File: config.mk
export PLATFORM = sky130hd
export DESIGN_NAME = axil_reg_slave
export DESIGN_NICKNAME = d
export VERILOG_FILES = /design/src/rtl/axil_reg_pkg.sv /design/src/rtl/axil_skid_slot.sv /design/src/rtl/axil_reg_slave.sv
export SDC_FILE = /design/constraint.sdc
export NUM_CORES = 1
export LEC_CHECK = 0
export CAP_MARGIN = 20
export CORE_MARGIN = 3
export CORE_UTILIZATION = 50
export DETAILED_ROUTE_END_ITERATION = 8
export PLACE_DENSITY = 0.8
export SLEW_MARGIN = 40
export SYNTH_ARGS = -nofsm -noshare
export SYNTH_HDL_FRONTEND = slang
export SYNTH_SLANG_ARGS = --single-unit
File: constraint.sdc
create_clock -name reg_clk -period 16.6 [get_ports reg_clk]
set_input_delay 3.32 -clock reg_clk [delete_from_list [all_inputs] [get_ports reg_clk]]
set_output_delay 3.32 -clock reg_clk [all_outputs]
set_load 0.02 [all_outputs]
File: src/rtl/axil_reg_pkg.sv
// Shared constants for the AXI4-Lite register slave: address offsets,
// response codes and the byte-strobe merge helper.
package axil_reg_pkg;

  localparam logic [11:0] ADDR_ID     = 12'h020;
  localparam logic [11:0] ADDR_WR_CNT = 12'h024;

  localparam logic [1:0] RESP_OKAY   = 2'b00;
  localparam logic [1:0] RESP_SLVERR = 2'b10;

  // Word indices (address bits [11:2]) of the read-only registers.
  localparam logic [9:0] ID_WORD     = ADDR_ID[11:2];
  localparam logic [9:0] WR_CNT_WORD = ADDR_WR_CNT[11:2];

  function automatic logic [31:0] apply_strb(input logic [31:0] cur,
                                             input logic [31:0] data,
                                             input logic [3:0]  strb);
    logic [31:0] merged;
    merged = cur;
    for (int b = 0; b < 4; b++) begin
      if (strb[b]) merged[8*b +: 8] = data[8*b +: 8];
    end
    return merged;
  endfunction

endpackage

File: src/rtl/axil_skid_slot.sv
// One-entry holding buffer: accepts a payload when empty, keeps it until
// the owner pulses clear.
module axil_skid_slot #(
  parameter int W = 32
) (
  input  logic         clk,
  input  logic         rst,
  input  logic         valid,
  output logic         ready,
  input  logic [W-1:0] payload,
  input  logic         clear,
  output logic         full,
  output logic [W-1:0] held
);

  assign ready = ~full;

  // clear is only raised while full, so it never collides with a load.
  always_ff @(posedge clk or posedge rst) begin
    if (rst) begin
      full <= 1'b0;
      held <= '0;
    end else if (valid && ready) begin
      full <= 1'b1;
      held <= payload;
    end else if (clear) begin
      full <= 1'b0;
    end
  end

endmodule

File: src/rtl/axil_reg_slave.sv
// AXI4-Lite register slave: NUM_RW byte-strobed RW registers, a constant ID
// register and a count of successful writes.
module axil_reg_slave
  import axil_reg_pkg::*;
#(
  parameter int          NUM_RW   = 8,
  parameter logic [31:0] ID_VALUE = 32'h5250_0001
) (
  input  logic        reg_clk,
  input  logic        reg_rst,
  input  logic [11:0] s_axil_awaddr,
  input  logic        s_axil_awvalid,
  output logic        s_axil_awready,
  input  logic [31:0] s_axil_wdata,
  input  logic [3:0]  s_axil_wstrb,
  input  logic        s_axil_wvalid,
  output logic        s_axil_wready,
  output logic [1:0]  s_axil_bresp,
  output logic        s_axil_bvalid,
  input  logic        s_axil_bready,
  input  logic [11:0] s_axil_araddr,
  input  logic        s_axil_arvalid,
  output logic        s_axil_arready,
  output logic [31:0] s_axil_rdata,
  output logic [1:0]  s_axil_rresp,
  output logic        s_axil_rvalid,
  input  logic        s_axil_rready
);

  localparam logic [9:0] RW_WORDS = 10'(NUM_RW);

  logic        aw_full;
  logic        w_full;
  logic [9:0]  aw_word;
  logic [35:0] w_held;
  logic [31:0] w_data;
  logic [3:0]  w_strb;
  logic        commit;
  logic        wr_is_rw;
  logic [31:0] rw_regs [NUM_RW];
  logic [31:0] wr_cnt;
  logic [9:0]  ar_word;
  logic [31:0] rd_data;
  logic [1:0]  rd_resp;
  logic        unused_addr_lsbs;

  assign unused_addr_lsbs = ^{s_axil_awaddr[1:0], s_axil_araddr[1:0]};

  // A commit waits for both halves and for any earlier response to drain.
  assign commit   = aw_full && w_full && !s_axil_bvalid;
  assign wr_is_rw = aw_word < RW_WORDS;
  assign w_data   = w_held[31:0];
  assign w_strb   = w_held[35:32];

  axil_skid_slot #(.W(10)) u_aw_slot (
    .clk     (reg_clk),
    .rst     (reg_rst),
    .valid   (s_axil_awvalid),
    .ready   (s_axil_awready),
    .payload (s_axil_awaddr[11:2]),
    .clear   (commit),
    .full    (aw_full),
    .held    (aw_word)
  );

  axil_skid_slot #(.W(36)) u_w_slot (
    .clk     (reg_clk),
    .rst     (reg_rst),
    .valid   (s_axil_wvalid),
    .ready   (s_axil_wready),
    .payload ({s_axil_wstrb, s_axil_wdata}),
    .clear   (commit),
    .full    (w_full),
    .held    (w_held)
  );

  always_ff @(posedge reg_clk or posedge reg_rst) begin
    if (reg_rst) begin
      for (int i = 0; i < NUM_RW; i++) rw_regs[i] <= '0;
    end else begin
      for (int i = 0; i < NUM_RW; i++) begin
        if (commit && wr_is_rw && aw_word == 10'(i))
          rw_regs[i] <= apply_strb(rw_regs[i], w_data, w_strb);
      end
    end
  end

  always_ff @(posedge reg_clk or posedge reg_rst) begin
    if (reg_rst) begin
      s_axil_bvalid <= 1'b0;
      s_axil_bresp  <= RESP_OKAY;
      wr_cnt        <= '0;
    end else if (commit) begin
      s_axil_bvalid <= 1'b1;
      s_axil_bresp  <= wr_is_rw ? RESP_OKAY : RESP_SLVERR;
      if (wr_is_rw) wr_cnt <= wr_cnt + 32'd1;
    end else if (s_axil_bvalid && s_axil_bready) begin
      s_axil_bvalid <= 1'b0;
    end
  end

  assign ar_word        = s_axil_araddr[11:2];
  assign s_axil_arready = ~s_axil_rvalid;

  always_comb begin
    rd_data = '0;
    rd_resp = RESP_SLVERR;
    for (int i = 0; i < NUM_RW; i++) begin
      if (ar_word == 10'(i)) begin
        rd_data = rw_regs[i];
        rd_resp = RESP_OKAY;
      end
    end
    if (ar_word == ID_WORD) begin
      rd_data = ID_VALUE;
      rd_resp = RESP_OKAY;
    end else if (ar_word == WR_CNT_WORD) begin
      rd_data = wr_cnt;
      rd_resp = RESP_OKAY;
    end
  end

  // Registers sample rw_regs before the same-edge commit lands.
  always_ff @(posedge reg_clk or posedge reg_rst) begin
    if (reg_rst) begin
      s_axil_rvalid <= 1'b0;
      s_axil_rdata  <= '0;
      s_axil_rresp  <= RESP_OKAY;
    end else if (s_axil_arvalid && s_axil_arready) begin
      s_axil_rvalid <= 1'b1;
      s_axil_rdata  <= rd_data;
      s_axil_rresp  <= rd_resp;
    end else if (s_axil_rvalid && s_axil_rready) begin
      s_axil_rvalid <= 1'b0;
    end
  end

endmodule

Word level (Yosys, flattened, before mapping)

Index checks and enable logic that the tools add are counted.

Register bits after elaboration: 374
Latch bits: 0
Memory bits (writable): 0
Bits in read-only memories: 0
Input bits: 67
Output and inout bits: 41
Memories: 0

$add $sub $neg: 1
Multipliers: 0
Div/mod/pow operators: 0
Order comparisons: 1
Equal/unequal tests: 16
Shift-type cells: 0
Muxes and demuxes: 28
Bitwise gates (word level): 3
Reduce and logical (&&, ||, !) cells: 56

Operators by type and width:

| cell                  | number |
|---|---|
| $mux 32               | 10 |
| $eq 10x3->1 const B   | 8 |
| $reduce_and 2->1      | 33 |
| $eq 10x2->1 const B   | 4 |
| $add 32x1->32 const B | 1 |
| $mux 2                | 11 |
| $eq 10x1->1 const B   | 2 |
| $eq 10x4->1 const B   | 2 |
| $logic_not 10->1      | 2 |
| $logic_and 1x1->1     | 16 |
| $lt 10x4->1 const B   | 1 |
| $reduce_bool 2->1     | 4 |
| $mux 1                | 7 |
| $not 1->1             | 3 |
| $logic_not 1->1       | 1 |

Logic depth before layout (Yosys ltp)

Gate-level depths: netlist of the first run.

Depth after elaboration: 11
Depth in mapped cells: 8

Modules after synthesis

Synthesis of the first run repeated with hierarchy kept, for this count alone.

Cell total of the unflattened synthesis: 1333
Area total of the unflattened synthesis: 17207.8 um^2

Modules (own cells, without submodules):

| module                      | times used | cells each | area an instance (um^2) | seq. area each (um^2) |
|---|---|---|---|---|
| axil_reg_slave              | 1          | 1226       | 15223.4                 | 8107.8 |
| axil_skid_slot at u_w_slot  | 1          | 81         | 1514.0                  | 925.9 |
| axil_skid_slot at u_aw_slot | 1          | 26         | 470.5                   | 275.3 |

Least setup slack after synthesis of the first run

Ideal clock, no wire load.

Kind: input to register
Start point: in s_axil_araddr[2]
End point: reg s_axil_rdata[30]
Arrival time: 5.019 ns
Required time: 16.474 ns
Slack: 11.455 ns
Stages: 7
Path buffers: 4
Cells stage by stage: buf_2 -> buf_2 -> buf_2 -> buf_2 -> mux2i_1 -> o221ai_1 -> o32a_1

Word-level cells in the longest chain between the ends: 11

Ends and longest elaborated chain:

| what                   | RTL line              | source |
|---|---|---|
| start: declaration     | axil_reg_slave.sv:21  | `input logic [11:0] s_axil_araddr,` |
| $logic_not 10->1       | axil_reg_slave.sv:109 | `if (ar_word == 10'(i)) begin` |
| $mux 32 (8 in series)  | axil_reg_slave.sv:109 |  |
| $mux 32                | axil_reg_slave.sv:117 | `end else if (ar_word == WR_CNT_WORD) begin` |
| $mux 32 *              | axil_reg_slave.sv:114 | `if (ar_word == ID_WORD) begin` |
| end signal: assignment | axil_reg_slave.sv:131 | `s_axil_rdata <= rd_data;` |
| end: declaration       | axil_reg_slave.sv:24  | `output logic [31:0] s_axil_rdata,` |

Mark *: on every way between the ends. The rest lies on a longest branch, timed or not.
A chain may end at the register's enable or synchronous reset.

Worst setup path after layout of the first run

Start point: in s_axil_araddr[7]
End point: reg s_axil_rdata[2]

Same word-level chain as after synthesis.

==> out/results.ini, run 1 <==
[clocking]
cts_setup_buffers = 0
cts_hold_buffers = 0
clkTransAtPathRegs_ps = 60
cts_made_buffers = 40
cts.path.max_buffers = 3
cts-root-buf = clkbuf_16
cts_tree = done
numClockSinks = 372
worstSkewPairLatency_ps = 530
cts_resized = 0
h-tree-depth = 2

[pwr]
p_sw_uw = 630
pwr-share-clk = 0.381
leakage_uw = 0.00910
ir_worst_vdd_mv = 0.0814
power_frac_comb = 0.117
switching_share = 0.275
power.internal_uw = 1660
p_seq_frac = 0.502
power.density_nw_per_um2 = 117

[critical_path]
reg2reg_slack_ps = 13380
worstPathRequired_ps = 16990
critical-path-top-delay-family = simple AND/OR/NAND/NOR gates
cp.arrival_ps = 6560
end_kind = flip-flop
path_class = in2reg
worstPathCellList = clkdlybuf4s50_1 -> or4_1 -> nor2_1 -> buf_4 -> nand2_1 -> buf_4 -> o221ai_1 -> o21ai_0
max_stage_delay_ps = 850
worst-path-buf-inv = 3
worst_setup_path_start_kind = primary input
crit_top_cell = buf_4
cp_max_fo = 21
crit_path_top_delay_cell = or4_1

[place]
gp_congestion = 0.842
post-place-ws_ps = 9800
io_buffers = 101
dpl_cell_area_um2 = 18300
dp_hpwl_um = 26300

[synth]
synth_cells = 1229
postSynthAreaPerCell_um2 = 13.6
synth_top_area_share = 0.556
yosysWarnings = 0
synth_cell_types = 64
syn_area_um2 = 16800
synth_area_leader_cell = dfrtp_1
synth_enable_flop_cells = 0
synthFlopType = dfrtp_1
seq_area_frac_synth = 0.556
ys_top_cells_by_area = dfrtp_1 56%, mux2_2 22%, mux4_2 3.2%
ys_async_sr_fraction = 1.00
ys_ff_latch = 372

[timing]
slew_viol_final = 0
setup_ws_ps = 10440
relSlewSlack = 0.433
timing.fmax_mhz = 162
period_minus_slack_ps = 6160
finClkSkew_ps = 12.4
hold_violations = 0
rsz0062_at_grt = no
fin_setup_tns_ps = 0
fin_crit_sh = 0.371
setup_violations = 0
worstMarginPinSlew_ps = 851

[routing]
drt_pass1_iterations = 7
vias = 11009
viasPerCell = 6.11
drc = 0
drtAntennaViolNets = 0
dr.first_iter.drc_count = 872
wl_per_cell_um = 22.8
routed_wirelength_um = 41200

[run_status]
status = completed

[floorplanning]
die-width_um = 189
die_h_um = 189
ios = 108
std_cell_rows = 66
core_area_um2 = 32800
start_util = 0.511
die_area_um2 = 35700

[cells_and_area]
final_area_um2 = 19600
syn_to_final_growth_pct = 17.0
drive_gt1_frac = 0.338
diodes = 0
nNetsFinal = 1401
final_core_util = 0.598

[global_routing]
grt_usage = 0.231
grt_remaining_overflow = 0
grt_pass1_vias = 11432
grt_max_degree = 130
grt_pass1_wl_um = 64700
antenna_found_initial = 0

[flow_run]
cap_violations = 0

[worst_hold_path]
min_path_type = reg2reg

logic make-up (layout without fill, tap and decap cells):
logic type / after synthesis / in the layout / synth area share
flops: 372 / 372 / 0.556
mux: 366 / 366 / 0.261
simple gates: 213 / 213 / 0.0748
compound gates: 173 / 173 / 0.0736
buf+inv: 72 / 203 / 0.0179
xor+xnor: 31 / 31 / 0.0162
fa+ha+maj: 1 / 1 / 0.000747
other cells: 1 / 2 / 0.000224
power by group through the flow:
stage	Combinational [µW]	Clock [µW]	Sequential, µW
after CTS	272	885	1150
after detailed placement	270	0	1160
final	268	870	1150
after global routing	292	919	1170
after global placement	259	0	1150
after floorplan	201	0	1100
cell usage after synthesis (all sizes together), types with 19 or more instances:
master and number:
nor2 44, clkbuf 40, buf 19, nand2 65, o21ai 47, a221oi 23, nand3 23, dfrtp 372
a22o 21, mux4 24, o221ai 24, xnor2 20, mux2 324
path summary, 6_finish.rpt:
path | start | to | cells past startpoint
max in group asynchronous | reg_rst | rw_regs[238] | 5
worst max register to register | u_aw_slot.held[6] | rw_regs[197] | 5
worst min register to register | s_axil_rresp[1] | s_axil_rresp[1] | 2
worst min-delay path | s_axil_rresp[1] | s_axil_rresp[1] | 2
worst max-delay path | s_axil_araddr[7] | s_axil_rdata[2] | 8
min in group asynchronous | reg_rst | u_w_slot.held[3] | 2
cell usage in the layout, fill, tap and decap left out, types with 8 or more instances in the layout:
master,instances
xor2_1,11
mux4_2,24
nor3_1,10
nor2_8,8
o21ai_0,47
clkbuf_1,10
mux2i_1,18
a221oi_1,23
nand4_1,12
buf_4,16
nor2b_1,15
o221ai_1,24
nand2_1,65
mux2_2,321
xnor2_1,20
inv_1,12
nor2_1,28
a22o_1,21
a21oi_1,15
clkbuf_8,8
a22oi_1,10
nand2b_1,8
clkdlybuf4s50_1,98
dfrtp_1,372
nor2_2,8
clkbuf_16,41
nand3_1,20
cell type report:
cell class                 count  area (µm²)
fill                        2552       13200
sequential                   372        9310
multi-input combinational    786        7190
timing repair buffer         120        1200
clock buffer                  59        1170
tap                          442         553
clock inverter                11         110
inverter                      13        61.3
per-layer routing:
metal,up-vias,GRT usage,part of all wire
met5,-,0,0
met4,0,0.0762,0.028
met3,89,0.0441,0.066
met2,382,0.373,0.48
met1,5750,0.319,0.43
li1,4788,-,-
flip-flops by register name, summed over array words and instances (netlist names):
| name | flops |
|---|---|
| u_w_slot.held | 36 |
| rw_regs | 256 |
| s_axil_rresp | 1 |
| u_aw_slot.held | 10 |
| s_axil_bresp | 1 |
| wr_cnt | 32 |
| u_aw_slot.full | 1 |
| u_w_slot.full | 1 |
| s_axil_rvalid | 1 |
| s_axil_bvalid | 1 |
| s_axil_rdata | 32 |
worst min-delay path, delay by kind of cell (launching register included):
kind / cells / cell delay, ps
flip-flops: 1 / 340
AND/OR/NAND/NOR: 2 / 100
per-stage QoR:
| stage | power, µW | std cells | hold slack [ps] |
|---|---|---|---|
| CTS | 2300 | 1803 | 482 |
| detailed placement | 1430 | 1733 | 468 |
| global route | 2380 | 1803 | 497 |
| floorplan | 1300 | 1230 | 442 |
| finish | 2290 | 1803 | 476 |
| global placement | 1410 | 1731 | 465 |
Note: power is estimated with default switching activity, not from simulation.
==> run 2: changes to the inputs <==
--- a/config.mk
+++ b/config.mk
@@ -9,7 +9,7 @@
 export CORE_MARGIN = 3
 export CORE_UTILIZATION = 50
 export DETAILED_ROUTE_END_ITERATION = 8
-export PLACE_DENSITY = 0.8
+export PLACE_DENSITY = 0.83
 export SLEW_MARGIN = 40
 export SYNTH_ARGS = -nofsm -noshare
 export SYNTH_HDL_FRONTEND = slang
==> constraint.sdc (replaced) <==
create_clock -name reg_clk -period 5.2 [get_ports reg_clk]
set_input_delay 1.04 -clock reg_clk [delete_from_list [all_inputs] [get_ports reg_clk]]
set_output_delay 1.04 -clock reg_clk [all_outputs]
set_load 0.02 [all_outputs]
==> run 2 against run 1 <==
Clock power increased to 3.4 times the previous value; combinational power increased to 3.2 times the previous value; register-to-register slack got worse by 11000 ps; power increased to 3.3 times the previous value; non-clock buffer count increased by 8; design area increased by 0.66%; setup slack got worse by 8600 ps; critical endpoint is now s_axil_rdata[20]; largest power group unchanged.
==> out/results.ini, run 2 (synthesis gave the netlist of run 1 again) <==
[routing]
drtAntennaViolNets = 0  ; unchanged
viasPerCell = 6.21  ; +1.8%
drt_pass1_iterations = 6  ; -1
vias = 11240  ; +2.1%
drc = 0  ; unchanged
wl_per_cell_um = 23.7  ; +4.0%
dr.first_iter.drc_count = 955  ; +9.5%
routed_wirelength_um = 43000  ; +4.3%

[timing]
slew_viol_final = 0  ; unchanged
fin_setup_tns_ps = 0  ; unchanged
relSlewSlack = 0.443  ; +0.0103
fin_crit_sh = 0.650
timing.fmax_mhz = 296
rsz0062_at_grt = no
hold_violations = 0  ; unchanged
setup_violations = 0  ; unchanged
period_minus_slack_ps = 3380
worstMarginPinSlew_ps = 829  ; -21.9 ps
finClkSkew_ps = 14.0  ; +1.64 ps

[critical_path]
worstPathCellList = clkdlybuf4s50_1 -> or4b_2 -> nor3_1 -> buf_4 -> nand2_1 -> o211ai_1 -> o32a_1
path_class = in2reg
end_kind = flip-flop
cp.arrival_ps = 3840  ; -2720 ps
cp_max_fo = 11  ; -48%
crit_path_top_delay_cell = or4b_2
worstPathRequired_ps = 5660  ; -11330 ps
worst_setup_path_start_kind = primary input
max_stage_delay_ps = 750  ; -100 ps

[place]
dp_cells = 1741  ; +0.46%
gp_congestion = 0.874  ; +3.8%
io_buffers = 101  ; unchanged
dp_hpwl_um = 27200  ; +3.7%

[global_routing]
grt_max_degree = 110  ; -15%
grt_pass1_wl_um = 67300  ; +4.1%
grt_usage = 0.240  ; +0.00902
grt_pass1_vias = 11941  ; +4.5%
grt_remaining_overflow = 0  ; unchanged
antenna_found_initial = 1  ; +1

[floorplanning]
die_h_um = 189  ; unchanged
ios = 108  ; unchanged
start_util = 0.511  ; unchanged
die_area_um2 = 35700  ; unchanged
core_area_um2 = 32800  ; unchanged
die-width_um = 189  ; unchanged
std_cell_rows = 66  ; unchanged

[cells_and_area]
fin_cells = 1809  ; +0.33%
top_regs = rw_regs: 256 flops, u_w_slot.held: 36 flops
final_common_cell = dfrtp_1
diodes = 0  ; unchanged
fillers = 2509  ; -1.7%
drive_gt1_frac = 0.342  ; +0.00437
regMostFlops = rw_regs
final_cell_mix = 372 x dfrtp_1, 321 x mux2_2, 99 x clkdlybuf4s50_1, 65 x nand2_1, 47 x o21ai_0
syn_to_final_growth_pct = 17.8
nNetsFinal = 1409  ; +0.57%
largest_reg_flops = 256  ; unchanged

[flow_run]
cap_violations = 0  ; unchanged

[pwr]
ir_worst_vdd_mv = 0.255  ; +210%
power.density_nw_per_um2 = 380  ; +230%
leakage_uw = 0.00918  ; +0.84%

[clocking]
numClockSinks = 372  ; unchanged
h-tree-depth = 2  ; unchanged
clkTransAtPathRegs_ps = 60  ; about the same
cts-root-buf = clkbuf_16
cts_tree = done
cts.path.max_buffers = 3  ; unchanged
cts_resized = 0  ; unchanged
cts_setup_buffers = 0  ; unchanged
cts_made_buffers = 40  ; unchanged
cts_hold_buffers = 0  ; unchanged
worstSkewPairLatency_ps = 530  ; about the same

[worst_hold_path]
min_path_type = reg2reg

[run_status]
status = completed

==> run 2: cell count changes in the layout (fill, tap and decap cells not counted), sizes merged <==
cell | previous run | this run
clkdlybuf4s50 | 98 | 99
clkinvlp | 2 | 1
clkbuf | 59 | 54
buf | 22 | 29
bufinv | 2 | 6
==> run 2: worst max-delay path: cells and delay by family <==
kind / cells / cell delay (ps)
compound gates: 2 / 280
buf+inv: 2 / 980
simple gates: 3 / 1530
==> run 2: report_power, final <==
group          switching (µW)  total, µW  internal (µW)
Sequential                481       3670           3190
Clock                    1130       2970           1840
Combinational             422        866            444
Total                    2030       7500           5470
==> run 2: cell type report <==
class                      instances  area (µm²)  share of cell area
clock buffer                      54        1140              0.0580
clock inverter                    14         226              0.0115
inverter                          13        52.6             0.00266
multi-input combinational        786        7190               0.364
sequential                       372        9310               0.472
tap                              442         553              0.0280
timing repair buffer             128        1260              0.0637
==> run 2: worst paths after layout <==
kind / from / to / slack (ps) / depth (start not counted)
hold reg to reg: s_axil_rdata[3] / s_axil_rdata[3] / 480 / 2
max in group asynchronous: reg_rst / rw_regs[156] / 3350 / 3
setup reg to reg: u_aw_slot.held[6] / rw_regs[201] / 1970 / 5
setup / recovery: s_axil_araddr[5] / s_axil_rdata[20] / 1820 / 7
hold / removal: s_axil_rdata[3] / s_axil_rdata[3] / 480 / 2
min in group asynchronous: reg_rst / wr_cnt[4] / 920 / 2
==> run 2: metrics by stage <==
stage / power [µW] / utilization / setup WS [ps] / hold WS (ps) / cell area [µm²]
2_1_floorplan: 4160 / - / -834 / 442 / 16800
3_3_place_gp: 4500 / 0.560 / 1450 / 464 / 18300
3_5_place_dp: 4570 / 0.560 / 1470 / 471 / 18300
4_1_cts: 7530 / 0.601 / 1900 / 482 / 19700
5_1_grt: 7790 / 0.602 / 1750 / 503 / 19700
6_report: 7500 / 0.602 / 1820 / 484 / 19700
==> run 2: routing by layer <==
metal  vias to the layer above  global-route usage  part of all wire
met4                         3              0.0874             0.033
met2                       490               0.392              0.48
met5                         -                   0            0.0013
met3                       112              0.0524             0.073
met1                      5849               0.320              0.41
li1                       4786                   -                 -
